[src/rtl/arbiter_rr_nreq_if.sv]
// Request/grant bundle for arbiter_rr_nreq.
// The slave modport is the arbiter side; the master modport is the requester/consumer side.
interface arbiter_rr_nreq_if #(
  parameter int NUM_REQ = 4
);
  localparam int IDX_W = $clog2(NUM_REQ);

  logic               i_en;
  logic [NUM_REQ-1:0] i_req_bus;
  logic               i_last;
  logic               i_ready;
  logic               o_valid;
  logic [NUM_REQ-1:0] o_grant_onehot;
  logic [IDX_W-1:0]   o_grant_idx;

  modport master (
    output i_en, i_req_bus, i_last, i_ready,
    input  o_valid, o_grant_onehot, o_grant_idx
  );

  modport slave (
    input  i_en, i_req_bus, i_last, i_ready,
    output o_valid, o_grant_onehot, o_grant_idx
  );
endinterface

[src/rtl/arbiter_rr_nreq.sv]
// Round-robin arbiter for NUM_REQ requesters with a registered last-served pointer.
// The grant is combinational from the requests and the registered state.
// Optional packet lock: define ARBITER_PKT_LOCK_EN to hold the grant on one
// requester until a beat with i_last=1 is accepted.
module arbiter_rr_nreq #(
  parameter int NUM_REQ = 4
) (
  input logic              clk,
  input logic              rst_n,
  arbiter_rr_nreq_if.slave bus
);
  localparam int IDX_W = $clog2(NUM_REQ);
  localparam logic [IDX_W-1:0] LAST_IDX = IDX_W'(NUM_REQ - 1);

  logic [IDX_W-1:0] last_ptr;
  logic [IDX_W-1:0] last_ptr_nxt;
  logic             run;
  logic             sel_found;
  logic [IDX_W-1:0] sel_idx;
  logic             grant_valid;
  logic [IDX_W-1:0] grant_idx;

  // Reset gates the outputs so nothing is offered while rst_n is low.
  assign run = rst_n & bus.i_en;

  // Rotating search from last_ptr+1 upward; the wrap is an explicit compare so
  // non-power-of-2 sizes never visit an out-of-range index.
  always_comb begin
    logic [IDX_W-1:0] cand;
    sel_found = 1'b0;
    sel_idx   = '0;
    cand      = last_ptr;
    for (int unsigned k = 0; k < NUM_REQ; k++) begin
      cand = (cand == LAST_IDX) ? '0 : cand + 1'b1;
      if (!sel_found && bus.i_req_bus[cand]) begin
        sel_found = 1'b1;
        sel_idx   = cand;
      end
    end
  end

`ifdef ARBITER_PKT_LOCK_EN
  typedef enum logic {
    ST_IDLE,
    ST_LOCKED
  } state_t;

  state_t           state;
  state_t           state_nxt;
  logic [IDX_W-1:0] lock_idx;
  logic [IDX_W-1:0] lock_idx_nxt;

  // Packet-lock state register.
  always_ff @(posedge clk or negedge rst_n) begin
    if (!rst_n) begin
      state    <= ST_IDLE;
      lock_idx <= '0;
    end else begin
      state    <= state_nxt;
      lock_idx <= lock_idx_nxt;
    end
  end

  // Grant selection and next-state: free arbitration in IDLE, forced grant in LOCKED.
  always_comb begin
    state_nxt    = state;
    lock_idx_nxt = lock_idx;
    last_ptr_nxt = last_ptr;
    grant_valid  = 1'b0;
    grant_idx    = '0;
    case (state)
      ST_IDLE: begin
        grant_valid = run & sel_found;
        grant_idx   = sel_idx;
        if (grant_valid && bus.i_ready) begin
          last_ptr_nxt = sel_idx;
          if (!bus.i_last) begin
            state_nxt    = ST_LOCKED;
            lock_idx_nxt = sel_idx;
          end
        end
      end
      ST_LOCKED: begin
        grant_valid = run & bus.i_req_bus[lock_idx];
        grant_idx   = lock_idx;
        if (grant_valid && bus.i_ready && bus.i_last) begin
          state_nxt    = ST_IDLE;
          last_ptr_nxt = lock_idx;
        end
      end
      default: begin
        state_nxt = ST_IDLE;
      end
    endcase
  end
`else
  logic unused_last;
  assign unused_last = bus.i_last;

  // Per-beat round robin: every accepted beat moves the pointer.
  always_comb begin
    grant_valid  = run & sel_found;
    grant_idx    = sel_idx;
    last_ptr_nxt = last_ptr;
    if (grant_valid && bus.i_ready) begin
      last_ptr_nxt = sel_idx;
    end
  end
`endif

  // Last-served pointer; reset value gives requester 0 top priority.
  always_ff @(posedge clk or negedge rst_n) begin
    if (!rst_n) begin
      last_ptr <= LAST_IDX;
    end else begin
      last_ptr <= last_ptr_nxt;
    end
  end

  // Grant outputs, forced to zero when nothing is offered.
  always_comb begin
    bus.o_valid        = grant_valid;
    bus.o_grant_idx    = grant_valid ? grant_idx : '0;
    bus.o_grant_onehot = grant_valid ? (NUM_REQ'(1) << grant_idx) : '0;
  end
endmodule
[src/flat_wrapper.sv]
// flat-port wrapper written by rule: the top's interface ports become plain ports
module arbiter_rr_nreq_flat 
#(
  parameter int NUM_REQ = 4
)
  (clk, rst_n, bus_i_en, bus_i_req_bus, bus_i_last, bus_i_ready, bus_o_valid, bus_o_grant_onehot, bus_o_grant_idx);
  arbiter_rr_nreq_if #(.NUM_REQ(NUM_REQ)) bus_i ();
  input logic clk;
  input logic rst_n;
  input wire logic [$bits(bus_i.i_en)-1:0] bus_i_en;
  input wire logic [$bits(bus_i.i_req_bus)-1:0] bus_i_req_bus;
  input wire logic [$bits(bus_i.i_last)-1:0] bus_i_last;
  input wire logic [$bits(bus_i.i_ready)-1:0] bus_i_ready;
  output wire logic [$bits(bus_i.o_valid)-1:0] bus_o_valid;
  output wire logic [$bits(bus_i.o_grant_onehot)-1:0] bus_o_grant_onehot;
  output wire logic [$bits(bus_i.o_grant_idx)-1:0] bus_o_grant_idx;
  assign bus_i.i_en = bus_i_en;
  assign bus_i.i_req_bus = bus_i_req_bus;
  assign bus_i.i_last = bus_i_last;
  assign bus_i.i_ready = bus_i_ready;
  assign bus_o_valid = bus_i.o_valid;
  assign bus_o_grant_onehot = bus_i.o_grant_onehot;
  assign bus_o_grant_idx = bus_i.o_grant_idx;
  arbiter_rr_nreq #(.NUM_REQ(NUM_REQ)) u_core (.clk(clk), .rst_n(rst_n), .bus(bus_i));
endmodule
[config.mk]
export PLATFORM = sky130hd
export DESIGN_NAME = arbiter_rr_nreq_flat
export DESIGN_NICKNAME = d
export VERILOG_FILES = /design/src/rtl/arbiter_rr_nreq_if.sv /design/src/rtl/arbiter_rr_nreq.sv /design/src/flat_wrapper.sv
export SDC_FILE = /design/constraint.sdc
export NUM_CORES = 1
export LEC_CHECK = 0
export BUFFER_PORTS_ARGS = -buffer_cell sky130_fd_sc_hd__buf_4
export CORE_AREA = 2 2 39 41
export DETAILED_ROUTE_END_ITERATION = 10
export DIE_AREA = 0 0 41 43
export REMOVE_ABC_BUFFERS = 1
export SLEW_MARGIN = 20
export SYNTH_ARGS = -nofsm -noshare
export SYNTH_HDL_FRONTEND = slang
export SYNTH_SLANG_ARGS = --single-unit
[constraint.sdc]
create_clock -name clk -period 4.5 [get_ports clk]
set_input_delay 0 -clock clk [delete_from_list [all_inputs] [get_ports clk]]
set_output_delay 0 -clock clk [all_outputs]
set_load 0.05 [all_outputs]
==> impl_metrics.csv, run 1 <==
group,metric,value,unit
outcome,status,"finished clean",
place,placed_area,392,um^2
cts,cts_buffers,3,
detailed_routing,drc,0,
setup_path,end_kind,"output port",
synth,ys_top_cells_by_count,"3 x nor2_1, 3 x nor4_1, 3 x o31ai_1",
cts,clock-sinks,2,
die,coreArea,1380,um^2
place,placed_cells,62,
power,p_sw,0.000118,W
cts,cts_resized,0,
global_route,grt_max_degree,10,
setup_path,cp_data_arrival_time,2.16,ns
detailed_routing,viasPerCell,5.38,
setup_path,critPathRequiredTime,4.50,ns
cts,ctsLongestPathBuffers,2,
detailed_routing,drt-pass1-iter-count,4,
die,die_area,1760,um^2
cts,htreeDepth,1,
setup_path,path_class,"flip-flop to output port",
power,power.share.clock,0.176,
job,max-cap-violations,0,
die,io_pins,16,
cts,path_clk_slew,0.04,ns
power,p_per_area,556,nW/um^2
setup_path,crit_path_max_fanout,6,
synth,synth_seq_cells,2,
setup_path,crit_path_start_kind,"flip-flop",
cts,cts_tree,"done",
synth,synth_edf_count,0,
detailed_routing,drt-initial-drc-count,14,
hold_path,hold_class,"input port to flip-flop",
synth,synthesis.area,272,um^2
synth,synth.distinct_cells,24,
power,switching_share,0.499,
synth,ys_top_cells_by_area,"dfstp_2 19%, o31ai_1 8.3%, nor4_1 6.9%",
layout,final_util,0.307,
detailed_routing,ant_nets,0,
detailed_routing,avgRoutedWirePerCell,12.0,um
layout,largest_register_ffs,2,
cts,root_buffer,"clkbuf_4",
power,p_leak,0.181,nW
sta,tightest_slew,0.559,ns
synth,ys.flop_type,"dfstp_2",
layout,num-nets-final,62,
synth,synth_cells,33,
sta,slew_headroom,0.626,
global_route,antenna_found_initial,0,
die,num_rows,14,
synth,yosysSeqAreaShare,0.194,
die,start_util,0.196,
sta,whs,0.101,ns
power,ir_drop,0.176,mV
place,dpl.hpwl,578,um
sta,min_period,2.16,ns
layout,final_area,424,um^2
sta,maxSlewViolCount,0,
sta,finalSetupViolCount,0,
power,internal-power,0.000118,W
layout,reg_top3,"u_core.last_ptr: 2 flops",
global_route,grt_pass1_vias,313,
layout,diodes,0,
place,port_buffers,14,
layout,final_cells,66,
cts,insertion_delay,0.23,ns
die,fp.dieW,41,um
sta,finClkSkew,0.0103,ns
layout,largest-register,"u_core.last_ptr",
place,place_congestion,0.739,
synth,avgSynthCellArea,8.23,um^2
global_route,grt.overflow.total,0,
sta,max_freq,0.462,GHz
sta,finalSetupTns,0,ns
synth,yosys.area.top_type,"dfstp_2",
power,power_frac_comb,0.655,
layout,area_delta_synth_final,56.2,%
power,p_seq_frac,0.169,
detailed_routing,wl,793,um
synth,ys_async_sr_fraction,1.00,
global_route,grt_usage,0.108,
synth,yosys_warnings,0,
detailed_routing,routed-via-count,355,
sta,fin_crit_sh,0.481,
sta,grt_setup_unrepaired,"false",
layout,drive_above_1_share,0.440,
synth,synth_top_area_frac,0.194,
sta,finalHoldViolCount,0,
die,die_h,43,um
global_route,grt_pass1_wl,1.29,mm
[placed cells by master, fill, tap and decap left out, drive strengths merged]
cell         Yosys  final
buf              1     14
nor4             4      4
nor2             3      3
o31ai            3      3
clkbuf           0      3
nand2            2      2
inv              2      2
dfstp            2      2
a211oi           2      2
or2              1      1
nand2b           1      1
o21ai            1      1
a21o             1      1
a21boi           1      1
o22a             1      1
o31a             1      1
o32ai            1      1
a21oi            1      1
o22ai            1      1
o32a             1      1
nor3             1      1
o41ai            1      1
ha               1      1
dlygate4sd3      0      1
[power groups by stage]
stage | registers (W) | logic, W | clock network [W]
detailed placement | 0.0000394 | 0.000154 | 0
global route | 0.0000413 | 0.000171 | 0.0000445
finish | 0.0000399 | 0.000154 | 0.0000415
floorplan | 0.0000368 | 0.000119 | 0
CTS | 0.0000391 | 0.000155 | 0.0000441
global placement | 0.0000393 | 0.000153 | 0
[area by class of cell]
| type | instances | area (um^2) |
|---|---|---|
| Fill cell | 147 | 960 |
| Clock buffer | 3 | 22.5 |
| Timing Repair Buffer | 15 | 115 |
| Multi-Input combinational cell | 28 | 206 |
| Tap cell | 16 | 20.0 |
| Inverter | 2 | 7.51 |
| Sequential cell | 2 | 52.6 |
[logic make-up (layout without fill, tap and decap cells)]
family	count (synthesis)	count (layout)	share of synthesized area
AO/OA/AOI/OAI	15	15	0.465
adder cells (fa/ha/maj)	1	1	0.0461
AND/OR/NAND/NOR	12	12	0.249
buffers and inverters	3	20	0.0461
flip-flops	2	2	0.194
[worst max-delay path, cell delays in order (launching register included)]
cell and delay (ns):
dfstp_2 0.57, ha_1 0.30, nor4_1 0.38, o32ai_1 0.20, a211oi_1 0.24, buf_4 0.23
[worst paths after layout]
check	cells past startpoint	to	startpoint	slack, ns
worst min-delay path	3	u_core.last_ptr[0]	bus_i_ready	0.10
worst min register to register	2	u_core.last_ptr[1]	u_core.last_ptr[1]	0.50
min in group asynchronous	2	u_core.last_ptr[0]	rst_n	0.26
worst max-delay path	5	bus_o_grant_onehot[2]	u_core.last_ptr[0]	2.34
worst max register to register	4	u_core.last_ptr[1]	u_core.last_ptr[0]	2.69
max in group asynchronous	2	u_core.last_ptr[1]	rst_n	4.21
[per-stage QoR]
| stage | total power (W) | setup slack, ns |
|---|---|---|
| 5_1_grt | 0.000257 | 2.16 |
| 4_1_cts | 0.000238 | 2.32 |
| 3_5_place_dp | 0.000193 | 2.58 |
| 2_1_floorplan | 0.000156 | 1.71 |
| 3_3_place_gp | 0.000193 | 2.57 |
| 6_report | 0.000236 | 2.34 |
[repair_timing]
action / CTS / global route
setup buffers: 0 / 0
hold endpoints to repair: 2 / 0
hold buffers: 1 / 0
[per-layer routing]
metal  track usage  wire (um)  vias to the layer above  share of wire
met2         0.150        423                       12           0.53
met3        0.0314         53                        0          0.067
met4        0.0600          0                        0              0
met1         0.145        317                      170           0.40
li1              -          -                      173              -
met5             0          0                        -              0
Note: power is estimated with default switching activity, not from simulation.
==> run 2, diff against run 1 <==
==> constraint.sdc (replaced) <==
create_clock -name clk -period 2 [get_ports clk]
set_input_delay 0 -clock clk [delete_from_list [all_inputs] [get_ports clk]]
set_output_delay 0 -clock clk [all_outputs]
set_load 0.05 [all_outputs]
==> run 2 against run 1 <==
Effect of this change:
- non-clock buffer count increased by 2
- count of clock-buffer cells in the layout unchanged
- first-iteration DRC count decreased by 21%
- sequential share of layout area decreased by 1.6 points
- global-route usage unchanged
- wire length increased by 3.0%
- critical endpoint unchanged
==> impl_metrics.csv, run 2 (synthesis gave the netlist of run 1 again) <==
group,metric,value,unit
job,max-cap-violations,0,
layout,diodes,0,
cts,cts_tree,"done",
place,placed_area,399,um^2
die,die_area,1760,um^2
power,p_total,0.000653,W
layout,fillCellCount,144,
global_route,grt_max_degree,10,
sta,finalSetupViolCount,0,
power,ir_drop,0.585,mV
die,num_rows,14,
sta,tightest_slew,0.455,ns
layout,num-nets-final,64,
detailed_routing,avgRoutedWirePerCell,12.0,um
cts,path_clk_slew,0.03,ns
cts,cts_buffers,3,
power,switching_share,0.471,
sta,min_period,1.92,ns
layout,final_cells,68,
die,die_h,43,um
detailed_routing,wl,817,um
setup_path,crit_path_max_fanout,4,
place,dpl.hpwl,571,um
power,power.share.clock,0.134,
die,fp.dieW,41,um
setup_path,crit_path_start_kind,"flip-flop",
sta,max_freq,0.521,GHz
die,io_pins,16,
layout,largest-register,"u_core.last_ptr",
detailed_routing,ant_nets,0,
layout,multiInputGateArea,254,um^2
cts,insertion_delay,0.22,ns
detailed_routing,routed-via-count,341,
power,p_sw,0.000307,W
layout,final_area,487,um^2
layout,layout_commonest_cell,"buf_4",
power,power_frac_comb,0.732,
power,internal-power,0.000345,W
detailed_routing,drt-initial-drc-count,11,
global_route,antenna_found_initial,0,
sta,grt_setup_unrepaired,"false",
sta,slew_headroom,0.694,
global_route,grt_pass1_vias,330,
layout,area_delta_synth_final,79.3,%
global_route,grt_pass1_wl,1.32,mm
sta,whs,0.0974,ns
outcome,status,"finished clean",
hold_path,hold_class,"input port to flip-flop",
global_route,grt_usage,0.108,
cts,ctsLongestPathBuffers,2,
place,place_congestion,0.752,
layout,layout_common_cells,"16 x buf_4, 3 x nor2_1, 3 x o31ai_1, 3 x clkbuf_4",
sta,maxSlewViolCount,0,
setup_path,critPathRequiredTime,2.00,ns
power,p_per_area,1340,nW/um^2
global_route,grt.overflow.total,0,
setup_path,path_class,"flip-flop to output port",
setup_path,cp_data_arrival_time,1.92,ns
detailed_routing,viasPerCell,5.01,
layout,reg_top3,"u_core.last_ptr: 2 flops",
detailed_routing,drt-pass1-iter-count,3,
power,p_leak,0.196,nW
sta,finClkSkew,0.00319,ns
power,p_seq_frac,0.134,
place,port_buffers,14,
sta,fin_crit_sh,0.960,
setup_path,end_kind,"output port",
sta,finalHoldViolCount,0,
layout,seq_area,52.6,um^2
cts,clock-sinks,2,
layout,largest_register_ffs,2,
layout,drive_above_1_share,0.558,
cts,htreeDepth,1,
detailed_routing,drc,0,
die,start_util,0.196,
place,placed_cells,63,
cts,root_buffer,"clkbuf_4",
die,coreArea,1380,um^2
[run 2: layer usage]
metal	vias up	wire length, um	global-route usage
met1	160	352	0.132
li1	175	-	-
met3	0	34	0.0471
met5	-	0	0
met2	6	429	0.163
met4	0	0	0.0400
[run 2: final cells by class]
class                   count  share of cell area
multi-input cells          28               0.522
repair buffers             17               0.267
flip-flops and latches      2               0.108
clock buffers               3              0.0463
well taps                  16              0.0411
inverters                   2              0.0154
[run 2: power groups by stage]
stage | Clock, W | Combinational [W] | Sequential [W]
floorplan | 0 | 0.000268 | 0.0000828
global placement | 0 | 0.000367 | 0.0000883
detailed placement | 0 | 0.000368 | 0.0000879
CTS | 0.0000934 | 0.000460 | 0.0000878
global route | 0.0000984 | 0.000512 | 0.0000890
finish | 0.0000872 | 0.000478 | 0.0000877
[run 2: repair_timing]
item,4_1_cts,5_1_grt
pin swaps,1,1
setup buffers,1,0
hold endpoints to repair,2,0
resized for setup,5,2
setup endpoints to repair,5,1
hold buffers,1,0
[run 2: metrics by stage]
step                setup slack [ns]  utilization  TNS, ns
floorplan                     -0.795            -    -1.83
global placement               0.100        0.288        0
detailed placement            0.0999        0.288        0
CTS                          0.00423        0.343        0
global route                 0.00782        0.352        0
finish                        0.0807        0.352        0
[run 2: worst max-delay path, cell delays in order (launching register included)]
cell      delay, ns
dfstp_2        0.54
ha_4           0.22
nor4_4         0.30
o32ai_2        0.16
a211oi_1       0.23
buf_4          0.23
[run 2: worst paths after layout]
check	from	to	slack, ns	depth (start not counted)
max in group asynchronous	rst_n	u_core.last_ptr[1]	1.70	2
min reg2reg	u_core.last_ptr[1]	u_core.last_ptr[1]	0.52	2
min in group asynchronous	rst_n	u_core.last_ptr[0]	0.28	2
max reg2reg	u_core.last_ptr[0]	u_core.last_ptr[1]	0.43	4
min	bus_i_ready	u_core.last_ptr[0]	0.1	3
max	u_core.last_ptr[0]	bus_o_grant_onehot[2]	0.08	5
